<file path="config.mk">
export PLATFORM = sky130hd
export DESIGN_NAME = mem_access_ctrl
export DESIGN_NICKNAME = d
export VERILOG_FILES = /design/src/rtl/mem_access_ctrl.sv
export SDC_FILE = /design/constraint.sdc
export NUM_CORES = 1
export LEC_CHECK = 0
export ABC_AREA = 0
export BUFFER_PORTS_ARGS = -buffer_cell sky130_fd_sc_hd__buf_2
export CAP_MARGIN = 0
export CELL_PAD_IN_SITES_DETAIL_PLACEMENT = 1
export CELL_PAD_IN_SITES_GLOBAL_PLACEMENT = 2
export CORE_MARGIN = 1.5
export CORE_UTILIZATION = 28
export DETAILED_ROUTE_END_ITERATION = 8
export PLACE_DENSITY = 0.74
export SLEW_MARGIN = 30
export SYNTH_ARGS = -nofsm -noshare
export SYNTH_HDL_FRONTEND = slang
export SYNTH_SLANG_ARGS = --single-unit
export TNS_END_PERCENT = 30
</file>
<file path="constraint.sdc">
create_clock -name clock -period 1.8 [get_ports clock]
set_clock_uncertainty 0.05 [all_clocks]
set_input_delay 0.09 -clock clock [delete_from_list [all_inputs] [get_ports clock]]
set_output_delay 0.09 -clock clock [all_outputs]
set_load 0.01 [all_outputs]
</file>
<file path="src/rtl/mem_access_ctrl.sv">
// mem_access_ctrl: sequences one memory access through IDLE/ACCESS/WAIT/DONE with fixed read latency.
// Optional misaligned-address rejection with err pulse when MISALIGN_CHECK_EN is defined.
module mem_access_ctrl #(
  parameter int WAIT_CYCLES = 2
) (
  input  logic        clock,
  input  logic        reset,
  input  logic        req,
  input  logic        MemReadWrite,
  input  logic        IRWrite,
  input  logic [31:0] addr,
  input  logic [31:0] wdata,
  output logic [31:0] mem_addr,
  output logic [31:0] mem_wdata,
  output logic        mem_we,
  input  logic [31:0] mem_rdata,
  output logic        busy,
  output logic        ready,
  output logic [31:0] rdata,
  output logic [5:0]  opcode,
  output logic [4:0]  rs,
  output logic [4:0]  rt,
  output logic [15:0] imm16,
  output logic        err
);
  localparam logic [1:0] S_IDLE   = 2'd0;
  localparam logic [1:0] S_ACCESS = 2'd1;
  localparam logic [1:0] S_WAIT   = 2'd2;
  localparam logic [1:0] S_DONE   = 2'd3;
  logic [1:0]  r_state;
  logic [3:0]  r_cnt;
  logic [31:0] r_addr;
  logic [31:0] r_wdata;
  logic        r_rw;
  logic        r_ir;
  logic [31:0] r_rdata;
  logic [5:0]  r_opcode;
  logic [4:0]  r_rs;
  logic [4:0]  r_rt;
  logic [15:0] r_imm16;
  logic        w_accept;
  logic        w_misalign;
  logic        w_start;
  logic        w_last;
  logic [1:0]  w_next;
  assign w_accept = req && (r_state == S_IDLE || r_state == S_DONE);
`ifdef MISALIGN_CHECK_EN
  logic r_err;
  assign w_misalign = addr[1:0] != 2'b00;
  always_ff @(posedge clock or negedge reset) begin
    if (!reset) r_err <= 1'b0;
    else        r_err <= w_accept && w_misalign;
  end
  assign err = r_err;
`else
  assign w_misalign = 1'b0;
  assign err = 1'b0;
`endif
  assign w_start = w_accept && !w_misalign;
  assign w_last  = r_state == S_WAIT && r_cnt == 4'd1;
  always_comb begin
    w_next = (r_state == S_ACCESS) ? S_WAIT :
             (r_state == S_WAIT)   ? (w_last ? S_DONE : S_WAIT) :
             w_start               ? S_ACCESS : S_IDLE;
  end
  always_ff @(posedge clock or negedge reset) begin
    if (!reset) begin
      r_state <= S_IDLE;
      r_cnt   <= 4'd0;
    end else begin
      r_state <= w_next;
      r_cnt   <= (r_state == S_ACCESS) ? 4'(WAIT_CYCLES) :
                 (r_state == S_WAIT)   ? r_cnt - 4'd1 : 4'd0;
    end
  end
  always_ff @(posedge clock or negedge reset) begin
    if (!reset) begin
      r_addr  <= '0;
      r_wdata <= '0;
      r_rw    <= 1'b0;
      r_ir    <= 1'b0;
    end else if (w_start) begin
      r_addr  <= addr;
      r_wdata <= wdata;
      r_rw    <= MemReadWrite;
      r_ir    <= IRWrite;
    end
  end
  // Read data is sampled on the edge that closes the last WAIT cycle.
  always_ff @(posedge clock or negedge reset) begin
    if (!reset) begin
      r_rdata  <= '0;
      r_opcode <= '0;
      r_rs     <= '0;
      r_rt     <= '0;
      r_imm16  <= '0;
    end else if (w_last && !r_rw) begin
      r_rdata <= mem_rdata;
      if (r_ir) begin
        r_opcode <= mem_rdata[31:26];
        r_rs     <= mem_rdata[25:21];
        r_rt     <= mem_rdata[20:16];
        r_imm16  <= mem_rdata[15:0];
      end
    end
  end
  assign mem_addr  = r_addr;
  assign mem_wdata = r_wdata;
  assign mem_we    = r_state == S_ACCESS && r_rw;
  assign busy      = r_state == S_ACCESS || r_state == S_WAIT;
  assign ready     = r_state == S_DONE;
  assign rdata     = r_rdata;
  assign opcode    = r_opcode;
  assign rs        = r_rs;
  assign rt        = r_rt;
  assign imm16     = r_imm16;
endmodule

</file>
Word-level counts from Yosys, hierarchy flattened
Cells that the tools add are included.
{"block": "word_totals", "in_bits": 101, "wordCells": 31, "reg_bits": 136, "output_inout_bits": 132}
{"block": "classes", "n_eq_ne": 4, "addsub": 1, "mux": 6, "reduce_logical": 9}
{"op": "$mux 4", "n": 2}
{"op": "$eq 2x2->1 const B", "n": 2}
{"op": "$eq 4x1->1 const B", "n": 1}
{"op": "$logic_and 1x1->1", "n": 4}
{"op": "$mux 2", "n": 2}
{"op": "$sub 4x1->4 const B", "n": 1}
{"op": "$eq 2x1->1 const B", "n": 1}
{"op": "$logic_not 2->1", "n": 1}
{"op": "$logic_or 1x1->1", "n": 2}
{"op": "$mux 1", "n": 2}
{"op": "$reduce_and 2->1", "n": 1}
{"op": "$logic_not 1->1", "n": 1}

Longest topological paths before layout
Gate-level depths: netlist of run 1.
{"block": "depth", "depth_word": 6, "mapped_depth": 7, "depth_no_buf": 5}

Worst setup path before layout of run 1
OpenSTA, ideal clock, no wires.
{"block": "synth_timing", "path_kind": "register to register", "startpoint": "register r_cnt[1]", "endpoint": "register r_imm16[0], in the netlist imm16[0]", "synth_period_minus_slack_ps": 1710, "required_time_ps": 1625, "t_arrival_ps": 1535, "path_stages_with_launch": 8, "slack_ps": 90, "path_cell_list": "dfrtp_1 > inv_1 > ha_1 > nor3b_2 > and4b_1 > buf_6 > buf_12 > mux2_4"}
{"block": "synth_via", "elab_chain_cells": 4}
{"element": "start, declared", "line": "31", "text": "logic [3:0] r_cnt;"}
{"element": "start signal, assigned", "line": "72", "text": "r_cnt <= (r_state == S_ACCESS) ? 4'(WAIT_CYCLES) :"}
{"element": "$eq 4x1->1", "line": "60", "text": "assign w_last = r_state == S_WAIT && r_cnt == 4'd1;"}
{"element": "$logic_and 1x1->1", "line": "60"}
{"element": "$logic_and 1x1->1", "line": "97", "text": "end else if (w_last && !r_rw) begin"}
{"element": "$reduce_and 2->1 (no source line)"}
{"element": "end signal, assigned", "line": "103", "text": "r_imm16 <= mem_rdata[15:0];"}
{"element": "end, declared", "line": "40", "text": "logic [15:0] r_imm16;"}
Every way passes these cells.
A chain may end at the register's enable or synchronous reset.

Final worst setup path of run 1
{"block": "layout_timing", "startpoint": "register r_cnt[1]", "endpoint": "register r_imm16[3], in the netlist imm16[3]"}
The elaborated chain is that of the path after synthesis.

==> flow_summary.json, run 1 <==
{
  "ys_types": 22,
  "synth-adder-area-share": 0.0118,
  "avgSynthCellArea_sq_um": 17.2,
  "fp.dieH_um": 141,
  "p_per_area_nw_per_um2": 1710,
  "clkLatencyLatePin_ps": 410,
  "final-seq-area_sq_um": 3400,
  "gp_congestion": 0.702,
  "area_delta_synth_final_pct": 59.7,
  "cts_sinks": 136,
  "yosys.area.top_type": "dfrtp_1",
  "multi_input_area_sq_um": 1790,
  "fin_nets": 766,
  "num_rows": 50,
  "reg2regPathDepth": 6,
  "fillerInstances": 1961,
  "synth_xor_area_frac": 0.00329,
  "grt_antenna_before_repair": 1,
  "first_pass_iters": 4,
  "required_ps": 2040,
  "hp-class": "primary input to flop",
  "timing.hold.ws_ps": 56.8,
  "io_buffer_count": 231,
  "cts_buffers": 17,
  "overflow": 0,
  "outcome": "finished with violations",
  "dp_slack_ps": 17.4,
  "failed_checks": "setup timing",
  "min_from": "req",
  "wirelength_um": 14900,
  "fmax_ghz": 0.548,
  "min_period_ps": 1820,
  "cp.arrival_ps": 2060,
  "grt_first_pass_wirelength_um": 23000,
  "h-tree-depth": 4,
  "drive_above_1_share": 0.617,
  "dieWidth_um": 141,
  "crit_type": "flop to flop",
  "power_leakage_uw": 0.00415,
  "antenna_left": 0,
  "initial_core_util": 0.286,
  "synth_common_cells": "dfrtp_1 (136), mux2_2 (100), mux2_4 (30)",
  "syn_inst": 309,
  "fin_ws_ps": -23.4,
  "dpl.hpwl_um": 9330,
  "fin_util": 0.456,
  "tns_ps": -224,
  "timing.rr.start": "r_cnt[1]",
  "yosysMostFrequentCell": "dfrtp_1",
  "netlist_area_sq_um": 5320,
  "irDropWorstVdd_mv": 0.842,
  "path_clk_slew_ps": 60,
  "rsz0062_at_grt": "true",
  "synth_compound_gate_area_share": 0.00235,
  "io_pins": 233,
  "r2r_end": "imm16[3]",
  "yosysTopAreaCellShare": 0.639,
  "core_sq_um": 18600,
  "ctsRootBufferMaster": "clkbuf_16",
  "yosysWarnings": 0,
  "critPathCaptureType": "flop",
  "synth_edf_count": 0,
  "grt_usage": 0.149,
  "wire_per_inst_um": 16.4,
  "r2r_setup_slack_ps": -20,
  "synth_top_flop_cell": "dfrtp_1",
  "hold_viol": 0,
  "hold_path_depth": 3,
  "first_global_vias": 4510,
  "muxShareOfSynthArea": 0.296,
  "maxCapViolations": 0,
  "slew_violations": 0,
  "clk_path_buf_depth": 2,
  "syn-num-nets": 415,
  "fp.dieArea_sq_um": 19800,
  "synth_top_family_by_area": "multiplexers",
  "async_reset_ff_frac": 1.00,
  "synth_area_leaders": "dfrtp_1 (64%), mux2_2 (21%), mux2_4 (8.5%)",
  "via_per_inst": 4.36,
  "synth.yosys.seq_area_share": 0.639,
  "cp-start-kind": "flop",
  "drc": 0,
  "post-route-period-util": 1.01,
  "drt_iter0_markers": 72,
  "vias": 3956,
  "setup_violations": 17,
  "cts_tree": "yes",
  "path_max_fanout": 6,
  "synth-simple-area-share": 0.0143,
  "min_to": "r_ir",
  "synth_seq_cells": 136,
  "grt_max_degree": 67
}
-- through the flow --
step           cell area, sq um  power (uW)  cells
3_3_place_gp               6790       10700    770
2_1_floorplan              5320        8500    309
5_1_grt                    8500       15400    908
4_1_cts                    8370       14600    902
6_report                   8500       14600    908
3_5_place_dp               6790       10900    770
-- layout by cell type (no fill, tap or decap), types with 2 or more instances in the layout --
cell type      synthesis  final
buf_6                  4      3
ha_1                   5      4
buf_4                  1      5
clkinvlp_4             0      3
bufinv_16              0      2
clkbuf_16              0     19
buf_12                 3      6
mux2_2               100     98
buf_2                  7    230
clkbuf_8               0      2
nor2_1                 3      3
dlygate4sd3_1          0    100
inv_1                  6      5
mux2_4                30     32
dfrtp_1              136    136
clkinv_2               0      5
xnor2_1                2      2
-- routing by layer --
| metal | wire length (um) | global-route usage |
|---|---|---|
| met5 | 0 | 0 |
| met4 | 420 | 0.0729 |
| met3 | 865 | 0.0438 |
| met2 | 7770 | 0.264 |
| met1 | 5810 | 0.164 |
-- logic make-up (layout without fill, tap and decap cells) --
logic type | Yosys count | in the layout
buffers and inverters | 21 | 385
flip-flops | 136 | 136
XOR/XNOR | 2 | 2
AND/OR/NAND/NOR | 12 | 12
adder cells (fa/ha/maj) | 5 | 5
other | 1 | 2
AO/OA/AOI/OAI | 2 | 2
multiplexers | 130 | 130
-- how the worst max path moves through the flow --
| stage | start | end | slack (ps) | cells after the start |
|---|---|---|---|---|
| 6_report | r_cnt[1] | imm16[3] | -20 | 6 |
| 5_1_grt | r_cnt[1] | imm16[3] | -60 | 6 |
| 4_1_cts | r_cnt[1] | rt[3] | 5 | 6 |
| 3_3_place_gp | r_cnt[1] | rs[1] | 40 | 6 |
| 3_5_place_dp | r_cnt[1] | rs[3] | 20 | 6 |
| 2_1_floorplan | r_cnt[1] | imm16[0] | 90 | 7 |
-- state kept, by name (all words and copies together) (netlist names) --
register   flops
opcode         6
mem_addr      32
rt             5
mem_wdata     32
r_cnt          4
r_state        2
rdata         32
r_ir           1
imm16         16
r_rw           1
rs             5
-- cell type report --
| class | instances | share of cell area |
|---|---|---|
| diodes | 1 | 0.000294 |
| clock buffers | 20 | 0.0537 |
| clock inverters | 12 | 0.0147 |
| inverters | 6 | 0.00265 |
| multi-input cells | 152 | 0.210 |
| flip-flops and latches | 136 | 0.400 |
| well taps | 234 | 0.0345 |
| repair buffers | 347 | 0.283 |
-- where the power goes --
| part | switching [uW] | internal (uW) |
|---|---|---|
| clock network | 1330 | 2110 |
| registers | 838 | 4610 |
| logic | 2520 | 3160 |
-- critical path, stage by stage (launching register included) --
cell       delay (ps)
dfrtp_1           390
inv_2              90
ha_4              120
nor3b_4           170
and4b_4           380
clkbuf_16         200
mux2_4            290
-- what timing repair did --
item / in CTS / in global routing
setup endpoints to repair: 0 / 51
setup buffers: 0 / 2
gates resized for setup: 0 / 11
hold buffers: 100 / 0
endpoints found under the hold margin: 266 / 0
No activity file was read; power rests on OpenSTA's default activity.
==> run 2: changes to the inputs <==
==> constraint.sdc (replaced) <==
create_clock -name clock -period 1.8 [get_ports clock]
set_clock_uncertainty 0.05 [all_clocks]
set_input_delay 0.36 -clock clock [delete_from_list [all_inputs] [get_ports clock]]
set_output_delay 0.36 -clock clock [all_outputs]
set_load 0.01 [all_outputs]
==> run 2 against run 1 <==
The run still ends with setup timing left. Sequential power about the same. Cell count down 11%. Clock power down 6.4%. Maximum frequency up 1.1%. Critical path type unchanged. Largest power group unchanged. Critical path depth unchanged. Power down 3.1%. Worst setup slack better by 19 ps. Non-clock buffer count down 101.
==> flow_summary.json, run 2 (synthesized netlist as in run 1, its figures left out) <==
{
  "outcome": "finished with violations",
  "failed_checks": "setup timing",
  "required_ps": 2050,
  "critPathCaptureType": "flop",
  "core_sq_um": 18600,
  "fin_ws_ps": -3.99,
  "post-route-period-util": 1.00,
  "reg2regPathDepth": 6,
  "maxCapViolations": 0,
  "min_period_ps": 1800,
  "area_delta_synth_final_pct": 39.9,
  "placed_area_sq_um": 6800,
  "drive_above_1_share": 0.731,
  "fp.dieArea_sq_um": 19800,
  "r2r_setup_slack_ps": -4,
  "diodes": 0,
  "wirelength_um": 13200,
  "io_pins": 233,
  "gp_congestion": 0.705,
  "cts_buffers": 17,
  "num_rows": 50,
  "clkLatencyLatePin_ps": 420,
  "grt_antenna_before_repair": 0,
  "first_pass_iters": 4,
  "dpl.hpwl_um": 9550,
  "drc": 0,
  "final_cell_mix": "buf_2 (228), dfrtp_1 (136), mux2_2 (100), mux2_4 (30), clkbuf_16 (18)",
  "ctsRootBufferMaster": "clkbuf_16",
  "path_clk_slew_ps": 60,
  "dieWidth_um": 141,
  "path_max_fanout": 9,
  "fp.dieH_um": 141,
  "p_per_area_nw_per_um2": 1900,
  "first_global_vias": 4024,
  "setup_violations": 3,
  "final_common_cell": "buf_2",
  "crit_start": "r_cnt[1]",
  "cts_sinks": 136,
  "grt_first_pass_wirelength_um": 20900,
  "slew_violations": 0,
  "power_leakage_uw": 0.00369,
  "io_buffer_count": 231,
  "rsz0062_at_grt": "true",
  "overflow": 0,
  "initial_core_util": 0.286,
  "cts_tree": "yes",
  "fin_nets": 665,
  "cp-start-kind": "flop",
  "via_per_inst": 4.31,
  "fmax_ghz": 0.554,
  "grt_max_degree": 67,
  "h-tree-depth": 4,
  "r2r_end": "imm16[6]",
  "hp-class": "primary input to flop",
  "drt_iter0_markers": 53,
  "clk_path_buf_depth": 2,
  "hold_viol": 0,
  "irDropWorstVdd_mv": 0.655,
  "cp.arrival_ps": 2050,
  "crit_type": "flop to flop",
  "dp_slack_ps": -28.7,
  "wire_per_inst_um": 16.4,
  "grt_usage": 0.137,
  "antenna_left": 0,
  "fin_area_sq_um": 7450,
  "worstSetupEndpoint": "imm16[6]",
  "vias": 3473,
  "timing.rr.start": "r_cnt[1]"
}
[run 2: changes by cell type in the layout (fill, tap and decap cells not counted), sizes merged]
cell,change
clkinv,-1
buf,-1
inv,+2
diode,-1
clkbuf,-2
bufinv,-2
dlygate4sd3,-99
clkinvlp,+2
[run 2: how the worst min path moves through the flow]
| stage | from | endpoint | slack [ps] | cells past startpoint |
|---|---|---|---|---|
| global route | wdata[26] | mem_wdata[26] | 100 | 2 |
| CTS | wdata[16] | mem_wdata[16] | 90 | 2 |
| floorplan | reset | imm16[0] | 10 | 0 |
| global placement | reset | rdata[9] | 160 | 1 |
| finish | wdata[11] | mem_wdata[11] | 120 | 2 |
| detailed placement | reset | rdata[8] | 160 | 1 |
[run 2: final cells by class]
cell class,instances,area (sq um)
Inverter,6,22.5
Timing Repair Buffer,246,1390
Clock inverter,13,96.3
Fill cell,1984,11200
Clock buffer,19,453
Tap cell,234,293
Sequential cell,136,3400
Multi-Input combinational cell,152,1790
[run 2: metal layers]
metal	up-vias	track usage	routed length [um]
li1	1577	-	-
met1	1745	0.153	5290
met2	135	0.239	6770
met3	16	0.0503	968
met4	0	0.0543	199
met5	-	0	0
[run 2: repair_timing]
item	in CTS	in global routing
hold endpoints to repair	16	0
setup buffers	0	1
gates cloned	0	1
pin swaps	1	1
resized for setup	5	8
hold buffers	1	0
endpoints found under the setup margin	27	96
[run 2: metrics by stage]
stage	total power (uW)	instances	setup TNS (ps)	utilization	hold slack [ps]
after floorplan	8500	309	0	-	14.4
after global placement	10700	771	0	0.365	158
after detailed placement	10900	771	-349	0.365	159
after CTS	14300	804	-121	0.396	94.5
after global routing	15000	806	-1690	0.399	99.5
final	14100	806	-7.07	0.399	121
[run 2: critical path: stages (launching register included)]
cell and delay [ps]:
dfrtp_1 390, inv_2 80, ha_4 120, nor3b_4 180, and4b_4 360, clkbuf_16 210, mux2_4 300
[run 2: where the power goes]
| part | internal, uW | total, uW | switching, uW |
|---|---|---|---|
| Combinational | 3030 | 5470 | 2440 |
| Sequential | 4610 | 5420 | 816 |
| Clock | 1840 | 3220 | 1380 |
| Total | 9480 | 14100 | 4640 |
